**config.mk**
```make
export PLATFORM = sky130hd
export DESIGN_NAME = uart_tx_arbiter_flat
export DESIGN_NICKNAME = d
export VERILOG_FILES = /design/src/rtl/uart_tx_arbiter_if.sv /design/src/rtl/uart_tx_arbiter.sv /design/src/flat_wrapper.sv
export SDC_FILE = /design/constraint.sdc
export NUM_CORES = 1
export LEC_CHECK = 0
export ABC_AREA = 1
export BUFFER_PORTS_ARGS = -buffer_cell sky130_fd_sc_hd__buf_4
export CAP_MARGIN = 20
export CORE_MARGIN = 3
export CORE_UTILIZATION = 51
export DETAILED_ROUTE_END_ITERATION = 8
export GPL_TIMING_DRIVEN = 0
export HOLD_SLACK_MARGIN = 0.03
export MAX_ROUTING_LAYER = met4
export PLACE_DENSITY_LB_ADDON = 0.2
export SLEW_MARGIN = 20
export SYNTH_ARGS = -nofsm -noshare
export SYNTH_HDL_FRONTEND = slang
export SYNTH_SLANG_ARGS = --single-unit
export TNS_END_PERCENT = 10
```
**constraint.sdc**
```tcl
create_clock -name clk -period 2.7 [get_ports clk]
set_clock_uncertainty 0.1 [all_clocks]
set_input_delay 0.54 -clock clk [delete_from_list [all_inputs] [get_ports clk]]
set_output_delay 0.54 -clock clk [all_outputs]
set_load 0.01 [all_outputs]
```
**src/rtl/uart_tx_arbiter_if.sv**
```systemverilog
// Requester, frame-config and transmitter-side signals of uart_tx_arbiter.
// slave is the arbiter's view; master is the clients'/transmitter's view.
interface uart_tx_arbiter_if #(
   parameter int NUM_REQ = 4,
   parameter int IDW     = $clog2(NUM_REQ)
);
   logic [NUM_REQ-1:0]   req_valid;
   logic [8*NUM_REQ-1:0] req_data;
   logic [NUM_REQ-1:0]   req_last;
   logic [NUM_REQ-1:0]   req_ready;
   logic                 cfg_pen;
   logic                 cfg_peven;
   logic                 tx_en;
   logic [7:0]           tx_din;
   logic                 tx_pen;
   logic                 tx_peven;
   logic                 tx_busy;
   logic [IDW-1:0]       grant_id;
   logic                 grant_active;
   logic                 err_timeout;

   modport slave (
      input  req_valid, req_data, req_last, cfg_pen, cfg_peven, tx_busy,
      output req_ready, tx_en, tx_din, tx_pen, tx_peven, grant_id, grant_active, err_timeout
   );

   modport master (
      output req_valid, req_data, req_last, cfg_pen, cfg_peven, tx_busy,
      input  req_ready, tx_en, tx_din, tx_pen, tx_peven, grant_id, grant_active, err_timeout
   );
endinterface

```
**src/rtl/uart_tx_arbiter.sv**
```systemverilog
// Round-robin arbiter sharing one UART transmitter among NUM_REQ byte streams,
// locking the grant across multi-byte messages and freezing parity per frame.
module uart_tx_arbiter #(
   parameter int NUM_REQ      = 4,
   parameter int BUSY_TIMEOUT = 4
) (
   input  logic             clk,
   input  logic             rst,
   uart_tx_arbiter_if.slave bus
);
   localparam int IDW = $clog2(NUM_REQ);
   localparam int CW  = $clog2(BUSY_TIMEOUT + 1);
   localparam logic [NUM_REQ-1:0] ONE = 1;

   typedef enum logic [2:0] {IDLE, ACCEPT, ISSUE, WAIT_BUSY, WAIT_DONE} state_t;

   typedef struct packed {
      logic [7:0] data;
      logic       last;
      logic       pen;
      logic       peven;
   } frame_t;

   state_t         state, state_nx;
   frame_t         frm;
   logic [IDW-1:0] sel, rr, gid, pick, idx;
   logic           pick_ok, gact, timeout_hit;
   logic [CW-1:0]  cnt;

   // Descending scan so the last hit written is the nearest one after rr.
   always_comb begin
      pick_ok = 1'b0;
      pick    = gid;
      idx     = '0;
      if (gact) begin
         pick_ok = bus.req_valid[gid];
      end else begin
         for (int k = NUM_REQ; k >= 1; k--) begin
            idx = IDW'((int'(rr) + k) % NUM_REQ);
            if (bus.req_valid[idx]) begin
               pick_ok = 1'b1;
               pick    = idx;
            end
         end
      end
   end

   assign timeout_hit = (state == WAIT_BUSY) && !bus.tx_busy &&
                        (cnt == CW'(BUSY_TIMEOUT - 1));

   always_ff @(posedge clk) begin
      if (rst) state <= IDLE;
      else     state <= state_nx;
   end

   // ISSUE holds off while the transmitter is still busy (e.g. after a reset
   // that interrupted our own frame) so tx_en never collides with tx_busy.
   always_comb begin
      state_nx = state;
      case (state)
         IDLE:      if (pick_ok) state_nx = ACCEPT;
         ACCEPT:    state_nx = ISSUE;
         ISSUE:     if (!bus.tx_busy) state_nx = WAIT_BUSY;
         WAIT_BUSY: begin
            if (bus.tx_busy)      state_nx = WAIT_DONE;
            else if (timeout_hit) state_nx = IDLE;
         end
         WAIT_DONE: if (!bus.tx_busy) state_nx = IDLE;
         default:   state_nx = IDLE;
      endcase
   end

   always_ff @(posedge clk) begin
      if (rst) begin
         sel  <= '0;
         rr   <= IDW'(NUM_REQ - 1);
         gid  <= '0;
         gact <= 1'b0;
         cnt  <= '0;
         frm  <= '0;
      end else begin
         case (state)
            IDLE: if (pick_ok) begin
               sel <= pick;
               gid <= pick;
            end
            ACCEPT: begin
               frm <= {bus.req_data[{sel, 3'b000} +: 8], bus.req_last[sel],
                       bus.cfg_pen, bus.cfg_peven};
               rr  <= sel;
            end
            ISSUE: cnt <= '0;
            WAIT_BUSY: if (!bus.tx_busy) begin
               cnt <= cnt + 1'b1;
               if (timeout_hit) gact <= 1'b0;
            end
            WAIT_DONE: if (!bus.tx_busy) gact <= ~frm.last;
            default: ;
         endcase
      end
   end

   assign bus.req_ready    = (state == ACCEPT) ? (ONE << sel) : '0;
   assign bus.tx_en        = (state == ISSUE) && !bus.tx_busy;
   assign bus.tx_din       = frm.data;
   assign bus.tx_pen       = frm.pen;
   assign bus.tx_peven     = frm.peven;
   assign bus.grant_id     = gid;
   assign bus.grant_active = gact;
   assign bus.err_timeout  = timeout_hit;
endmodule

```
**src/flat_wrapper.sv**
```systemverilog
// flat-port wrapper written by rule: the top's interface ports become plain ports
module uart_tx_arbiter_flat 
#(
   parameter int NUM_REQ      = 4,
   parameter int BUSY_TIMEOUT = 4
)
  (clk, rst, bus_req_valid, bus_req_data, bus_req_last, bus_cfg_pen, bus_cfg_peven, bus_tx_busy, bus_req_ready, bus_tx_en, bus_tx_din, bus_tx_pen, bus_tx_peven, bus_grant_id, bus_grant_active, bus_err_timeout);
  uart_tx_arbiter_if #(.NUM_REQ(NUM_REQ)) bus_i ();
  input  logic clk;
  input  logic rst;
  input wire logic [$bits(bus_i.req_valid)-1:0] bus_req_valid;
  input wire logic [$bits(bus_i.req_data)-1:0] bus_req_data;
  input wire logic [$bits(bus_i.req_last)-1:0] bus_req_last;
  input wire logic [$bits(bus_i.cfg_pen)-1:0] bus_cfg_pen;
  input wire logic [$bits(bus_i.cfg_peven)-1:0] bus_cfg_peven;
  input wire logic [$bits(bus_i.tx_busy)-1:0] bus_tx_busy;
  output wire logic [$bits(bus_i.req_ready)-1:0] bus_req_ready;
  output wire logic [$bits(bus_i.tx_en)-1:0] bus_tx_en;
  output wire logic [$bits(bus_i.tx_din)-1:0] bus_tx_din;
  output wire logic [$bits(bus_i.tx_pen)-1:0] bus_tx_pen;
  output wire logic [$bits(bus_i.tx_peven)-1:0] bus_tx_peven;
  output wire logic [$bits(bus_i.grant_id)-1:0] bus_grant_id;
  output wire logic [$bits(bus_i.grant_active)-1:0] bus_grant_active;
  output wire logic [$bits(bus_i.err_timeout)-1:0] bus_err_timeout;
  assign bus_i.req_valid = bus_req_valid;
  assign bus_i.req_data = bus_req_data;
  assign bus_i.req_last = bus_req_last;
  assign bus_i.cfg_pen = bus_cfg_pen;
  assign bus_i.cfg_peven = bus_cfg_peven;
  assign bus_i.tx_busy = bus_tx_busy;
  assign bus_req_ready = bus_i.req_ready;
  assign bus_tx_en = bus_i.tx_en;
  assign bus_tx_din = bus_i.tx_din;
  assign bus_tx_pen = bus_i.tx_pen;
  assign bus_tx_peven = bus_i.tx_peven;
  assign bus_grant_id = bus_i.grant_id;
  assign bus_grant_active = bus_i.grant_active;
  assign bus_err_timeout = bus_i.err_timeout;
  uart_tx_arbiter #(.NUM_REQ(NUM_REQ), .BUSY_TIMEOUT(BUSY_TIMEOUT)) u_core (.clk(clk), .rst(rst), .bus(bus_i));
endmodule
```
==> out/metrics.csv, run 1 <==
stage,metric,value,unit
logic_synthesis,ys_ff_latch,22,
critical_path,crit_chain,nor3_4 -> buf_6 -> nand2_1 -> nor2_1 -> buf_4,
routing,met3_length,259,um
critical_path,crit_required,2060,ps
pwr,p_switching,828,uW
floorplan,coreArea,2830,um2
clocking,cts_setup_buffers,0,
critical_path,cpPeakStageDelay,390,ps
clocking,hold_buffers,0,
pwr,peakVddDrop,0.599,mV
logic_synthesis,netlist_instances,238,
layout,nets,353,
critical_path,critical_path.slowest_cell,dfxtp_1,
logic_synthesis,synth_ff_type,dfxtp_1,
placed_design,place_inst,332,
routing,met1_length,1710,um
worst_hold_path,hold_path_class,in -> reg,
timing,worst_slack,466,ps
timing,rsz0062_at_grt,no,
pwr,p_sw_share,42.9,%
clocking,cts_made_buffers,3,
global_route,grt_pass1_vias,1579,
timing,fin_crit,2230,ps
routing,wl_per_cell,11.9,um
critical_path,cp-start-kind,flip-flop,
placed_design,dp_slack,815,ps
routing,routed.top_layer,met4,
pwr,clkPwrFrac,13.3,%
floorplan,die_w,61.3,um
timing,setup_viol,0,
floorplan,die_area,3750,um2
global_route,antenna_found_initial,0,
timing,tns,0,ps
routing,drtPass1Iterations,5,
critical_path,worstSetupEndpointType,output port,
logic_synthesis,syn_area,1560,um2
timing,fmax,448,MHz
logic_synthesis,async_flop_share,0,%
timing,hold_viol_final,0,
timing,tightest_slew,394,ps
floorplan,start_util,55.1,%
routing,vias,1746,
timing,slew_headroom,73.7,%
critical_path,crit_type,reg -> out,
floorplan,pin_count,64,
timing,timing.hold.ws,292,ps
logic_synthesis,yosys_warnings,0,
clocking,cts_buffer_depth,2,
logic_synthesis,syn_avg_cell_area,6.55,um2
clocking,cts_tree,built,
placed_design,dpl-instance-area,2070,um2
layout,drive_gt1_share,35.4,%
layout,diodes,0,
routing,viasPerCell,5.20,
clocking,cts.sinks,22,
routing,post-route-drc-count,0,
critical_path,cp_max_fo,10,
clocking,clock_latency,310,ps
status,status,completed,
routing,wirelength,4010,um
clocking,post_cts_resized,0,
logic_synthesis,ys_types,28,
critical_path,cp.arrival,1590,ps
layout,fin_util,75.0,%
logic_synthesis,yosysSeqAreaShare,28.3,%
pwr,power.internal,1.10,mW
floorplan,row_count,19,
routing,drtIter0Drc,77,
global_route,grt.overflow.total,0,
run,timing.max_cap.violations,0,
routing,wl_met2,1990,um
layout,area_growth,36.2,%
pwr,p_per_area,910,nW/um2
layout,fin_cells,336,
pwr,seq_power_share,27.4,%
timing,slew_violations,0,
floorplan,die_y,61.3,um
global_route,grt_usage,23.7,%
clocking,cts-root-buf,clkbuf_4,
placed_design,gp_congestion,0.806,
layout,final_area,2120,um2
pwr,finalPower,1.93,mW
global_route,grt_max_degree,14,
placed_design,io_buffers,63,
pwr,power_leakage,1.16,nW
timing,period_share,82.7,%
placed_design,place_hpwl,3190,um
logic_synthesis,synth_fp_nets,285,
logic_synthesis,synth_edf_count,0,
routing,ant_nets,0,
pwr,pwr-share-comb,59.3,%
clocking,htree_levels,1,
clocking,clk_pin_slew,130,ps
global_route,grt_pass1_wl,6630,um
==> critical path, delay by kind of cell, from the launching register on <==
family / cells / cell delay [ps]
buffers and inverters: 2 / 340
and+or+nand+nor: 3 / 560
DFF: 1 / 390
==> Yosys cell counts, drive strengths merged (2+ instances only) <==
library cell  instances  area share (%)
buf                  16             7.6
o21ai                36              12
o211a                 2             1.3
o21bai                9             4.3
nor2                 39             9.9
nand2                49              14
nand3                 8             3.5
a21oi                 5             1.8
o211ai                2            0.96
o22ai                10             4.0
dfxtp                22              28
inv                  32             8.2
ha                    2             1.6
clkbuf                2            0.48
==> layout by cell type, fill, tap and decap left out <==
master / n
a211oi_1: 1
a21oi_1: 4
a21oi_2: 1
buf_2: 5
buf_4: 71
buf_6: 3
bufinv_16: 1
clkbuf_1: 2
clkbuf_4: 3
dfxtp_1: 22
ha_1: 2
inv_1: 25
inv_2: 6
inv_8: 1
nand2_1: 39
nand2_2: 9
nand2_4: 1
nand3_1: 5
nand3_2: 3
nor2_1: 36
nor2_2: 3
nor3_4: 1
o211a_1: 2
o211ai_1: 2
o21ai_0: 31
o21ai_1: 5
o21bai_1: 9
o22ai_1: 10
xnor2_1: 1
xor2_1: 1
==> layer usage <==
layer | vias up | GRT usage [%]
met1 | 786 | 29.4
met3 | 6 | 4.82
li1 | 897 | -
met5 | - | -
met4 | 0 | 4.95
met2 | 57 | 39.9
==> cell type report <==
class / instances / area (um2)
plain buffers: 18 / 126
well taps: 31 / 38.8
clock inverters: 1 / 30.0
fillers: 230 / 707
inverters: 32 / 128
multi-input cells: 166 / 863
repair buffers: 63 / 473
flip-flops and latches: 22 / 440
clock buffers: 3 / 22.5
==> sequential cells by signal, indices dropped and copies added, names as in the netlist <==
signal                   cells
u_core.bus.tx_din            8
u_core.cnt                   3
u_core.state                 3
u_core.rr                    2
u_core.sel                   2
u_core.bus.grant_active      1
u_core.bus.tx_pen            1
u_core.bus.tx_peven          1
u_core.frm                   1
==> cell families (layout without fill, tap and decap cells) <==
group / count (synthesis) / in the layout / share of synthesized area (%)
xor gates and xnor gates: 2 / 2 / 1.12
AOI/OAI and AO/OA: 65 / 65 / 24.5
DFF: 22 / 22 / 28.3
buffers and inverters: 50 / 117 / 16.3
and+or+nand+nor: 97 / 97 / 28.2
adders and majority gates: 2 / 2 / 1.61
==> final timing paths <==
kind / cells after the start / slack (ps) / startpoint / endpoint
setup reg to reg: 7 / 1230 / u_core.sel[0] / u_core.bus.tx_din[7]
setup / recovery: 5 / 470 / u_core.state[2] / bus_req_ready[2]
hold / removal: 2 / 290 / rst / u_core.state[0]
hold reg to reg: 1 / 420 / u_core.cnt[2] / u_core.cnt[2]
==> power by group through the flow <==
| stage | Combinational [mW] | Sequential, mW | Clock (mW) |
|---|---|---|---|
| 4_1_cts | 1.15 | 0.529 | 0.262 |
| 2_1_floorplan | 0.814 | 0.526 | 0 |
| 6_report | 1.14 | 0.530 | 0.257 |
| 5_1_grt | 1.30 | 0.545 | 0.275 |
| 3_3_place_gp | 1.12 | 0.532 | 0 |
| 3_5_place_dp | 1.14 | 0.536 | 0 |
Note: power is estimated with default switching activity, not from simulation.
==> inputs of run 2 (changes only) <==
--- a/config.mk
+++ b/config.mk
@@ -9,7 +9,7 @@
 export BUFFER_PORTS_ARGS = -buffer_cell sky130_fd_sc_hd__buf_4
 export CAP_MARGIN = 20
 export CORE_MARGIN = 3
-export CORE_UTILIZATION = 51
+export CORE_UTILIZATION = 43
 export DETAILED_ROUTE_END_ITERATION = 8
 export GPL_TIMING_DRIVEN = 0
 export HOLD_SLACK_MARGIN = 0.03
==> constraint.sdc (replaced) <==
create_clock -name clk -period 1.94 [get_ports clk]
set_clock_uncertainty 0.1 [all_clocks]
set_input_delay 0.388 -clock clk [delete_from_list [all_inputs] [get_ports clk]]
set_output_delay 0.388 -clock clk [all_outputs]
set_load 0.01 [all_outputs]
==> run 2 against run 1 <==
  * Worst hold slack worse by 130 ps
  * Clock power about the same
  * Routed wire length up 6.4%
  * Critical path depth unchanged
  * Critical endpoint is now bus_req_ready[0]
  * Largest cell class unchanged
==> out/metrics.csv, run 2 (synthesis results as in run 1) <==
stage,metric,value,unit,change
timing,fmax,545,MHz,
critical_path,cp_max_fo,5,,was 10
layout,layout_commonest_cell,buf_4,,unchanged
clocking,cts_made_buffers,3,,unchanged
clocking,cts_tree,built,,unchanged
clocking,clk_pin_slew,120,ps,was 130 ps
pwr,power.internal,1.52,mW,was 1.10 mW
clocking,clock_latency,300,ps,was 310 ps
layout,multiInputGateArea,868,um2,was 863 um2
timing,slew_headroom,77.6,%,was 73.7%
floorplan,start_util,45.6,%,was 55.1%
pwr,p_per_area,1240,nW/um2,was 910 nW/um2
timing,hold_viol_final,0,,unchanged
pwr,p_switching,1.18,mW,was 828 uW
clocking,htree_levels,1,,unchanged
routing,wl_per_cell,12.0,um,was 11.9 um
layout,diodes,0,,unchanged
layout,fill_cells,315,,was 230
worst_hold_path,hold_path_class,in -> reg,,unchanged
critical_path,crit_required,1450,ps,was 2060 ps
pwr,peakVddDrop,0.619,mV,was 0.599 mV
placed_design,dp_slack,196,ps,was 815 ps
placed_design,io_buffers,63,,unchanged
routing,wirelength,4270,um,was 4010 um
global_route,grt_usage,20.2,%,was 23.7%
pwr,clkPwrFrac,9.5,%,was 13.3%
global_route,grt.overflow.total,0,,unchanged
floorplan,pin_count,64,,unchanged
timing,period_share,94.6,%,
critical_path,crit_type,reg -> out,,unchanged
placed_design,place_hpwl,3230,um,was 3190 um
floorplan,coreArea,3420,um2,was 2830 um2
placed_design,dpl-instance-area,2090,um2,was 2070 um2
routing,post-route-drc-count,0,,unchanged
clocking,hold_buffers,0,,unchanged
clocking,cts-root-buf,clkbuf_4,,unchanged
timing,fin_crit,1840,ps,
pwr,p_sw_share,43.8,%,was 42.9%
routing,drtPass1Iterations,4,,was 5
global_route,grt_max_degree,13,,was 14
run,timing.max_cap.violations,0,,unchanged
global_route,antenna_found_initial,0,,unchanged
timing,worst_slack,105,ps,was 466 ps
routing,drtIter0Drc,57,,was 77
timing,timing.hold.ws,158,ps,was 292 ps
clocking,cts_buffer_depth,2,,unchanged
layout,layout.cells.most_common_list,"buf_4 (77), nand2_1 (38), nor2_1 (35)",,"was buf_4 (71), nand2_1 (39), nor2_1 (36)"
pwr,seq_power_share,27.4,%,about the same
critical_path,cp.arrival,1350,ps,was 1590 ps
clocking,cts.sinks,22,,unchanged
floorplan,row_count,21,,was 19
floorplan,die_w,66.2,um,was 61.3 um
timing,slew_violations,0,,unchanged
layout,drive_gt1_share,39.2,%,was 35.4%
timing,setup_viol,0,,unchanged
routing,viasPerCell,4.87,,was 5.20
layout,largest_reg_flops,8,,unchanged
layout,final_area,2180,um2,was 2120 um2
layout,area_growth,40.2,%,was 36.2%
layout,layout.area.seq,448,um2,was 440 um2
status,status,completed,,unchanged
global_route,grt_pass1_vias,1633,,was 1579
pwr,pwr-share-comb,63.1,%,was 59.3%
routing,vias,1738,,was 1746
critical_path,worstSetupEndpointType,output port,,unchanged
placed_design,gp_congestion,0.804,,was 0.806
timing,tightest_slew,336,ps,was 394 ps
floorplan,die_y,66.2,um,was 61.3 um
global_route,grt_pass1_wl,6900,um,was 6630 um
routing,ant_nets,0,,unchanged
critical_path,cp-start-kind,flip-flop,,unchanged
floorplan,die_area,4380,um2,was 3750 um2
layout,nets,359,,was 353
pwr,power_leakage,1.19,nW,was 1.16 nW
-- run 2: area by class of cell --
class                      count  area share, %
buffer                        17           5.67
clock buffer                   4           1.66
inverter                      32           5.84
multi-input combinational    166           39.7
sequential                    22           20.5
tap                           46           2.63
timing repair buffer          70           23.9
-- run 2: per-stage QoR --
step | cells | total power [mW] | utilization [%] | TNS (ps)
floorplan | 238 | 1.86 | - | 0
global placement | 347 | 2.33 | 61.1 | 0
detailed placement | 347 | 2.35 | 61.1 | 0
CTS | 351 | 2.62 | 62.3 | 0
global route | 357 | 2.96 | 64.0 | -1.87
finish | 357 | 2.71 | 64.0 | 0
-- run 2: worst paths after layout --
kind | start | end | slack, ps | cells past startpoint
setup / recovery | u_core.state[2] | bus_req_ready[0] | 100 | 5
setup reg to reg | u_core.state[2] | u_core.bus.tx_din[0] | 420 | 7
hold reg to reg | u_core.cnt[2] | u_core.cnt[2] | 430 | 1
hold / removal | rst | u_core.state[0] | 160 | 2
-- run 2: metal layers --
metal  GRT usage, %  vias up  wire (um)
met5              -        -          0
met4           4.57        0         67
met3           2.38        6        200
met2           34.6       43       2030
met1           25.4      780       1970
li1               -      909          -
-- run 2: timing repair --
action	4_1_cts	5_1_grt
buffers inserted	1	5
gates resized for setup	1	8
setup endpoints to repair	4	4
pin swaps	1	2
endpoints found under the hold margin	0	0
cloned	0	1
-- run 2: worst max-delay path, cell delays in order (launching register included) --
cell and delay [ps]:
dfxtp_4 390, nor3_4 220, buf_6 150, nand2_1 60, nor2_1 110, buf_4 130
-- run 2: power by group through the flow --
stage	Sequential [mW]	Clock [mW]	Combinational, mW
3_3_place_gp	0.745	0	1.58
2_1_floorplan	0.731	0	1.13
3_5_place_dp	0.744	0	1.61
5_1_grt	0.765	0.282	1.91
4_1_cts	0.738	0.260	1.63
6_report	0.742	0.257	1.71
==> inputs of run 3 (changes only) <==
--- a/config.mk
+++ b/config.mk
@@ -10,6 +10,7 @@
 export CAP_MARGIN = 20
 export CORE_MARGIN = 3
 export CORE_UTILIZATION = 43
+export CTS_BUF_LIST = sky130_fd_sc_hd__clkbuf_16
 export DETAILED_ROUTE_END_ITERATION = 8
 export GPL_TIMING_DRIVEN = 0
 export HOLD_SLACK_MARGIN = 0.03
==> run 3 against run 2 <==
  * Register-to-register slack better by 60 ps
  * Design area is 0.86% higher
  * Sequential cell count stayed put
  * First-iteration DRC count is 23% higher
  * Setup slack better by 8.1 ps
  * Count of clock-buffer cells in the layout is 1 lower
  * Worst hold slack better by 66 ps
  * Routed wire length is 0.54% higher
  * Global-route usage is 0.25 points higher
  * Critical path type unchanged
  * Largest cell class unchanged
==> out/metrics.csv, run 3 (synthesis results as in run 1) <==
stage,metric,value,unit,change
timing,timing.hold.ws,225,ps,was 158 ps
timing,fin_crit,1830,ps,was 1840 ps
layout,nets,357,,was 359
clocking,cts.sinks,22,,unchanged
layout,layout_commonest_cell,buf_4,,unchanged
layout,fin_cells,355,,was 357
floorplan,start_util,45.6,%,unchanged
timing,slew_headroom,77.7,%,was 77.6%
global_route,antenna_found_initial,0,,unchanged
placed_design,place_inst,347,,unchanged
timing,tns,0,ps,unchanged
timing,tightest_slew,334,ps,was 336 ps
timing,setup_viol,0,,unchanged
floorplan,row_count,21,,unchanged
floorplan,die_area,4380,um2,unchanged
critical_path,worstSetupEndpointType,output port,,unchanged
routing,drtIter0Drc,70,,was 57
critical_path,crit_type,reg -> out,,unchanged
floorplan,pin_count,64,,unchanged
layout,diodes,0,,unchanged
timing,hold_viol_final,0,,unchanged
worst_hold_path,hold_path_class,in -> reg,,unchanged
placed_design,dpl-instance-area,2090,um2,unchanged
global_route,grt.overflow.total,0,,unchanged
pwr,peakVddDrop,0.621,mV,was 0.619 mV
pwr,p_per_area,1300,nW/um2,was 1240 nW/um2
critical_path,cp-start-kind,flip-flop,,unchanged
layout,layout.cells.most_common_list,"buf_4 (76), nand2_1 (39), nor2_1 (36)",,"was buf_4 (77), nand2_1 (38), nor2_1 (35)"
global_route,grt_use_met2,35.4,%,was 34.6%
floorplan,coreArea,3420,um2,unchanged
routing,wirelength,4290,um,was 4270 um
pwr,power_leakage,1.20,nW,was 1.19 nW
layout,area_growth,41.4,%,was 40.2%
critical_path,cp.arrival,1340,ps,was 1350 ps
routing,viasPerCell,4.83,,was 4.87
global_route,grt_max_degree,13,,unchanged
clocking,cts_made_buffers,3,,unchanged
clocking,cts-root-buf,clkbuf_16,,was clkbuf_4
floorplan,die_y,66.2,um,unchanged
layout,fin_util,64.5,%,was 64.0%
layout,fill_cells,314,,was 315
critical_path,crit_required,1450,ps,about the same
clocking,cts_tree,built,,unchanged
clocking,htree_levels,1,,unchanged
timing,worst_slack,113,ps,was 105 ps
placed_design,gp_congestion,0.804,,unchanged
critical_path,cp_max_fo,9,,was 5
routing,ant_nets,0,,unchanged
clocking,cts_buffer_depth,2,,unchanged
global_route,grt_use_met1,25.0,%,was 25.4%
global_route,met3_usage,2.38,%,unchanged
routing,vias,1713,,was 1738
global_route,grt_busiest_layer,met2,,unchanged
placed_design,io_buffers,63,,unchanged
placed_design,dp_slack,196,ps,unchanged
timing,period_share,94.2,%,was 94.6%
global_route,grt_usage,20.4,%,was 20.2%
placed_design,place_hpwl,3230,um,unchanged
clocking,hold_buffers,0,,unchanged
clocking,clock_latency,250,ps,was 300 ps
routing,drtPass1Iterations,4,,unchanged
layout,final_area,2200,um2,was 2180 um2
global_route,grt_pass1_wl,6950,um,was 6900 um
timing,rsz0062_at_grt,no,,
timing,fmax,547,MHz,was 545 MHz
timing,slew_violations,0,,unchanged
clocking,clk_pin_slew,60,ps,was 120 ps
pwr,finalPower,2.86,mW,was 2.71 mW
layout,layout.area.seq,442,um2,was 448 um2
global_route,grt_pass1_vias,1642,,was 1633
layout,multiInputGateArea,863,um2,was 868 um2
status,status,completed,,unchanged
routing,wl_per_cell,12.1,um,was 12.0 um
layout,largest_reg_flops,8,,unchanged
run,timing.max_cap.violations,0,,unchanged
floorplan,die_w,66.2,um,unchanged
routing,post-route-drc-count,0,,unchanged
layout,drive_gt1_share,36.9,%,was 39.2%
## run 3: path summary, 6_finish.rpt
path,startpoint,endpoint,slack (ps),cells past startpoint
max,u_core.state[2],bus_req_ready[2],110,5
min,rst,u_core.state[0],220,2
max reg2reg,u_core.state[2],u_core.bus.tx_din[5],480,6
min reg2reg,u_core.cnt[2],u_core.cnt[2],410,1
## run 3: power by group
| group | leakage [nW] | internal (mW) | switching (mW) |
|---|---|---|---|
| clock network | 0.0385 | 0.275 | 0.161 |
| registers | 0.182 | 0.615 | 0.127 |
| logic | 0.977 | 0.770 | 0.908 |
| total | 1.20 | 1.66 | 1.20 |
## run 3: area by class of cell
class / count / area share (%)
multi-input combinational: 166 / 39.2
clock buffer: 3 / 3.41
inverter: 32 / 5.79
timing repair buffer: 68 / 23.2
clock inverter: 1 / 0.170
tap: 46 / 2.61
sequential: 22 / 20.0
buffer: 17 / 5.62
## run 3: worst max-delay path, cell delays in order, from the launching register on
cell and delay [ps]:
dfxtp_1 370, nor3_4 240, buf_6 170, nand2_1 70, nor2_1 110, buf_4 130
## run 3: what timing repair did
item	4_1_cts	5_1_grt
pin swaps	1	1
buffers inserted	1	4
resized for setup	0	3
endpoints found under the setup margin	4	3
## run 3: layer usage
| layer | wire [um] | up-vias |
|---|---|---|
| li1 | - | 904 |
| met1 | 1940 | 747 |
| met2 | 2060 | 56 |
| met3 | 247 | 6 |
| met4 | 51 | 0 |
| met5 | 0 | - |
